### src/rtl/memory_dp_hs.sv
// memory_dp_hs: dual-port synchronous memory with valid/ready requests.
// Port A is read-only (instruction fetch). Port B reads and writes with
// per-byte strobes (data stage). Each accepted request gets a registered
// response one cycle later. Misaligned or out-of-range accesses return an
// error. A post-reset sequencer can zero the whole array before the ports open.
module memory_dp_hs #(
  parameter int    DATA_WIDTH          = 32,
  parameter int    NUM_BYTES           = 64,
  parameter string INITIAL_MEMORY_FILE = "",
  parameter bit    CLEAR_ON_RESET      = 1'b1
) (
  input  logic                    clk,
  input  logic                    rst_n,
  output logic                    init_done,
  input  logic                    a_req_valid,
  output logic                    a_req_ready,
  input  logic [31:0]             a_addr,
  output logic                    a_rsp_valid,
  output logic [DATA_WIDTH-1:0]   a_rdata,
  output logic                    a_err,
  input  logic                    b_req_valid,
  output logic                    b_req_ready,
  input  logic                    b_we,
  input  logic [31:0]             b_addr,
  input  logic [DATA_WIDTH/8-1:0] b_wstrb,
  input  logic [DATA_WIDTH-1:0]   b_wdata,
  output logic                    b_rsp_valid,
  output logic [DATA_WIDTH-1:0]   b_rdata,
  output logic                    b_err,
  output logic [7:0]              err_count
);

  localparam int BPW      = DATA_WIDTH / 8;
  localparam int DEPTH    = NUM_BYTES / BPW;
  localparam int LB       = $clog2(BPW);
  localparam int IW       = (DEPTH > 1) ? $clog2(DEPTH) : 1;
  localparam bit HAS_FILE = (INITIAL_MEMORY_FILE != "");
  localparam bit DO_CLEAR = CLEAR_ON_RESET && !HAS_FILE;

  localparam logic [1:0] ST_RESET = 2'd0;
  localparam logic [1:0] ST_CLEAR = 2'd1;
  localparam logic [1:0] ST_RUN   = 2'd2;

  logic [DATA_WIDTH-1:0] mem [DEPTH];

  logic [1:0]            state;
  logic [IW-1:0]         clr_idx;
  logic                  run;
  logic                  a_acc, b_acc;
  logic                  a_bad, b_bad;
  logic [IW-1:0]         a_idx, b_idx;
  logic                  b_wr;
  logic [DATA_WIDTH-1:0] b_merged;
  logic [DATA_WIDTH-1:0] a_word;
  logic [1:0]            err_inc;
  logic [8:0]            err_sum;

  // An access is bad if it is not word aligned or falls past the last byte.
  function automatic logic addr_bad(input logic [31:0] addr);
    return (addr[LB-1:0] != '0) || (addr >= 32'(NUM_BYTES));
  endfunction

  assign run         = (state == ST_RUN);
  assign init_done   = run;
  assign a_req_ready = run;
  assign b_req_ready = run;

  assign a_acc = a_req_valid && run;
  assign b_acc = b_req_valid && run;
  assign a_bad = addr_bad(a_addr);
  assign b_bad = addr_bad(b_addr);
  assign a_idx = IW'(a_addr >> LB);
  assign b_idx = IW'(b_addr >> LB);
  assign b_wr  = b_acc && b_we && !b_bad;

  // Merge enabled write bytes into the current word; a read sees the stored word.
  always_comb begin
    // NOTE: assign a default before the conditional updates so no latch is inferred.
    b_merged = mem[b_idx];
    if (b_we) begin
      for (int i = 0; i < BPW; i++) begin
        if (b_wstrb[i]) b_merged[8*i +: 8] = b_wdata[8*i +: 8];
      end
    end
  end

  // Port A sees a same-cycle port B write to its word (write-first across ports).
  always_comb begin
    a_word = mem[a_idx];
    if (b_wr && (b_idx == a_idx)) a_word = b_merged;
  end

  assign err_inc = {1'b0, a_acc && a_bad} + {1'b0, b_acc && b_bad};
  assign err_sum = {1'b0, err_count} + {7'b0, err_inc};

  // Array write port: clearing sequencer or port B. These never overlap,
  // because port B is only accepted in RUN.
  // NOTE: the array deliberately has no reset, so it maps onto block RAM and
  // keeps its contents across rst_n.
  always_ff @(posedge clk) begin
    if (state == ST_CLEAR) mem[clr_idx] <= '0;
    else if (b_wr)         mem[b_idx]   <= b_merged;
  end

  // Init sequencer: RESET -> optional CLEAR sweep -> RUN until the next reset.
  always_ff @(posedge clk or negedge rst_n) begin
    // NOTE: sequential state uses non-blocking assignments so every register
    // samples pre-edge values.
    if (!rst_n) begin
      state   <= ST_RESET;
      clr_idx <= '0;
    end else begin
      case (state)
        ST_RESET: begin
          clr_idx <= '0;
          state   <= DO_CLEAR ? ST_CLEAR : ST_RUN;
        end
        ST_CLEAR: begin
          if (clr_idx == IW'(DEPTH - 1)) state   <= ST_RUN;
          else                           clr_idx <= clr_idx + 1'b1;
        end
        ST_RUN:   state <= ST_RUN;
        default:  state <= ST_RESET;
      endcase
    end
  end

  // Registered responses: one-cycle valid pulse. Data and error hold in between.
  always_ff @(posedge clk or negedge rst_n) begin
    if (!rst_n) begin
      a_rsp_valid <= 1'b0;
      a_rdata     <= '0;
      a_err       <= 1'b0;
      b_rsp_valid <= 1'b0;
      b_rdata     <= '0;
      b_err       <= 1'b0;
    end else begin
      a_rsp_valid <= a_acc;
      b_rsp_valid <= b_acc;
      if (a_acc) begin
        a_err   <= a_bad;
        a_rdata <= a_bad ? '0 : a_word;
      end
      if (b_acc) begin
        b_err   <= b_bad;
        b_rdata <= b_bad ? '0 : b_merged;
      end
    end
  end

  // Saturating error counter covering both ports.
  always_ff @(posedge clk or negedge rst_n) begin
    if (!rst_n) err_count <= 8'd0;
    else        err_count <= (err_sum > 9'd255) ? 8'hFF : err_sum[7:0];
  end

endmodule

### config.mk
export PLATFORM = sky130hd
export DESIGN_NAME = memory_dp_hs
export DESIGN_NICKNAME = d
export VERILOG_FILES = /design/src/rtl/memory_dp_hs.sv
export SDC_FILE = /design/constraint.sdc
export NUM_CORES = 1
export LEC_CHECK = 0
export BUFFER_PORTS_ARGS = -buffer_cell sky130_fd_sc_hd__buf_2
export CELL_PAD_IN_SITES_DETAIL_PLACEMENT = 1
export CELL_PAD_IN_SITES_GLOBAL_PLACEMENT = 1
export CORE_MARGIN = 5
export CORE_UTILIZATION = 25
export DETAILED_ROUTE_END_ITERATION = 7
export PLACE_DENSITY = 0.48
export SETUP_SLACK_MARGIN = 0.02
export SYNTH_ARGS = -nofsm -noshare
export SYNTH_HDL_FRONTEND = slang
export SYNTH_SLANG_ARGS = --single-unit
export TNS_END_PERCENT = 20
### constraint.sdc
create_clock -name clk -period 4.4 [get_ports clk]
set_input_delay 0.66 -clock clk [delete_from_list [all_inputs] [get_ports clk]]
set_output_delay 0.66 -clock clk [all_outputs]
set_load 0.05 [all_outputs]
==> run summary <==
status: completed
post-synthesis sequential area ratio: 0.630
Die H: 343 um
DP Wirelength: 59300 um
Ports: 184
Synth Flop Type: edfxtp_1
fin worst setup slack: 775 ps
CP endpoint: mem[8][28]
Sw Share: 0.238
Slew Viols, Final: 0
ys async rst share: 0.138
layout cells sized above 1: 0.263
Post-Syn Nets: 1935
r2r startpoint: state[0]
I/O Buffers: 183
worst hold-check path type: input port to asynchronous set/reset pin
Worst R2R Path Depth: 10
dpl ws: 508 ps
die footprint: 0.117 sq mm
Worst-Skew Late Latency: 610 ps
Worst Path Required: 4650 ps
Worst R2R Setup Slack: 780 ps
GP Congestion: 0.799
most frequent cells in the layout: edfxtp_1 (512), mux2i_1 (256), nand2_1 (185)
Post-CTS Setup Bufs: 0
gr ovfl total: 0
EDFF count, synth: 512
Syn-to-layout area delta: 21.0%
Comb power frac: 0.075
first-pass GRT wire length: 140000 um
largest net degree at the start of global routing: 65
Rows: 122
Nets: 2142
DRT iter0 DRCs: 1128
H-tree Lvls: 3
Clock Tree Root: clkbuf_16
Inserted Clock Buffers: 70
critical path peak fanout: 28
max_cap viols: 0
synthesized area per cell: 15.2 sq um
width of the die: 343 um
leakage: 11.0 nW
min Tclk post-route: 3620 ps
share of power burned in registers: 0.469
routed vias: 18088
max_slew headroom: 0.141
Synth Instances: 1824
Detailed Route WL: 97900 um
synthesis-stage register bit count: 594
Tot GR Track Use: 0.163
VDD IR max: 0.208 mV
actual slew at the worst max-slew pin: 1280 ps
Clock transition at path regs: 60 ps
DRC errors left: 0
Yosys cell types: 43
clock buffer depth: 3
initial antenna violation count: 4
CP Class: register to register
Worst setup SP type: register
post-route total power: 13.0 mW
post-synth top area share: 0.556
power density over cell area: 389 mW/mm^2
mapped cell area: 0.0277 sq mm
Worst Path Arrival: 3870 ps
Synth Warn #: 0
Setup crit end kind: register
vias in the first global route: 19473
Placeable Area: 0.110 sq mm
TritonCTS Sinks: 594
top cells by area, synth: edfxtp_1 (56%), mux4_2 (10%), mux2i_1 (9.3%)
post-cts hold buffer count: 0
CTS tree: yes
Crit. Startpoint: state[0]
cell taking the most area after synthesis: edfxtp_1
share of power burned in the clock network: 0.456
crit share post-route: 0.824
Initial Util: 0.251
sw power: 3.09 mW
R2R Path End: mem[8][28]
Final Skew: 25.7 ps
total internal power: 9.93 mW
routed length per instance: 27.4 um
final hold viol count: 0
commonest non-fill, non-tap cell in the layout: edfxtp_1
cts repair resizes: 0
RSZ-0062 raised after global routing: false
1st-pass router iterations: 5
via/cell ratio: 5.06
post-route ant nets: 0
FMAX: 0.276 GHz
Final Setup Violations: 0
flip-flops by register name (all words and copies together) (netlist names):
register and cells:
mem 512, a_rdata 32, b_rdata 32, err_count 8, clr_idx 4, state 2, a_err 1, a_rsp_valid 1
b_err 1, b_rsp_valid 1
Yosys cell counts, types with 2 or more instances:
library cell and count:
a21bo_2 4, dfrtp_1 82, a22o_1 32, o21ai_0 15, edfxtp_1 512, nor2_1 13, ha_1 5, mux2i_1 256
mux4_2 128, inv_1 7, xor2_1 5, nor4_1 15, nand4_1 35, and3_1 6, buf_1 10, nand3b_1 2
nand3_1 73, buf_4 2, buf_2 35, nand2_1 187, xnor2_1 4, a221o_1 32, or3_4 2, or2_2 2
nand2b_1 5, a31oi_1 34, nor2b_1 9, clkbuf_1 91, a22oi_1 128, o21ai_1 8, o21a_1 2, and2_1 38
a21oi_1 35
per-layer routing:
metal / GRT usage / vias to the layer above / wire (um)
met1: 0.224 / 9679 / 44400
li1: - / 7760 / -
met4: 0.0420 / 4 / 1980
met5: 0 / - / 27
met2: 0.267 / 522 / 46000
met3: 0.0268 / 123 / 5470
worst min path at each step:
stage                from           end  depth (start not counted)
floorplan           rst_n         a_err                          0
global route        rst_n  err_count[7]                          1
CTS                 rst_n    clr_idx[1]                          1
finish              rst_n  err_count[7]                          1
detailed placement  a_err         a_err                          1
global placement    a_err         a_err                          1
power groups by stage:
stage | clock, mW | sequential [mW] | combinational, mW
6_report | 5.94 | 6.10 | 0.971
5_1_grt | 6.37 | 6.11 | 1.04
4_1_cts | 6.13 | 6.10 | 0.992
3_5_place_dp | 0 | 6.22 | 0.989
3_3_place_gp | 0 | 6.22 | 0.979
2_1_floorplan | 0 | 6.33 | 0.472
metrics by stage:
stage / util / instance area (sq um) / hold WS [ps] / instances / setup TNS [ps]
after global placement: 0.282 / 31100 / 481 / 3446 / 0
after floorplan: - / 27700 / 364 / 1824 / -184210
final: 0.303 / 33500 / 100 / 3574 / 0
after global routing: 0.303 / 33500 / 139 / 3573 / 0
after detailed placement: 0.282 / 31100 / 475 / 3446 / 0
after CTS: 0.303 / 33400 / 108 / 3572 / 0
worst max-delay path, stage by stage (launching register included):
cell and delay, ps:
dfrtp_1 380, inv_1 110, ha_1 270, nand2_2 80, inv_1 120, nand4_1 240
or4b_2 740, buf_12 240, nand3b_1 450, o21ai_4 260, buf_4 370
logic make-up after synthesis:
kind of cell | Yosys count | synth area share
AOI/OAI and AO/OA | 293 | 0.0775
muxes | 385 | 0.197
DFF | 594 | 0.630
adders and majority gates | 6 | 0.00298
buffers and inverters | 145 | 0.0215
xor gates and xnor gates | 9 | 0.00285
and+or+nand+nor | 392 | 0.0681
cell type report:
class                      count  area (sq um)
tap                         1488          1860
multi-input combinational   1085          9920
inverter                       7          26.3
clock buffer                  84          1890
clock inverter                42           444
fill                       11564         76900
antenna                        1          2.50
timing repair buffer         273          1890
sequential                   594         17400
No activity file was read; power rests on OpenSTA's default activity.
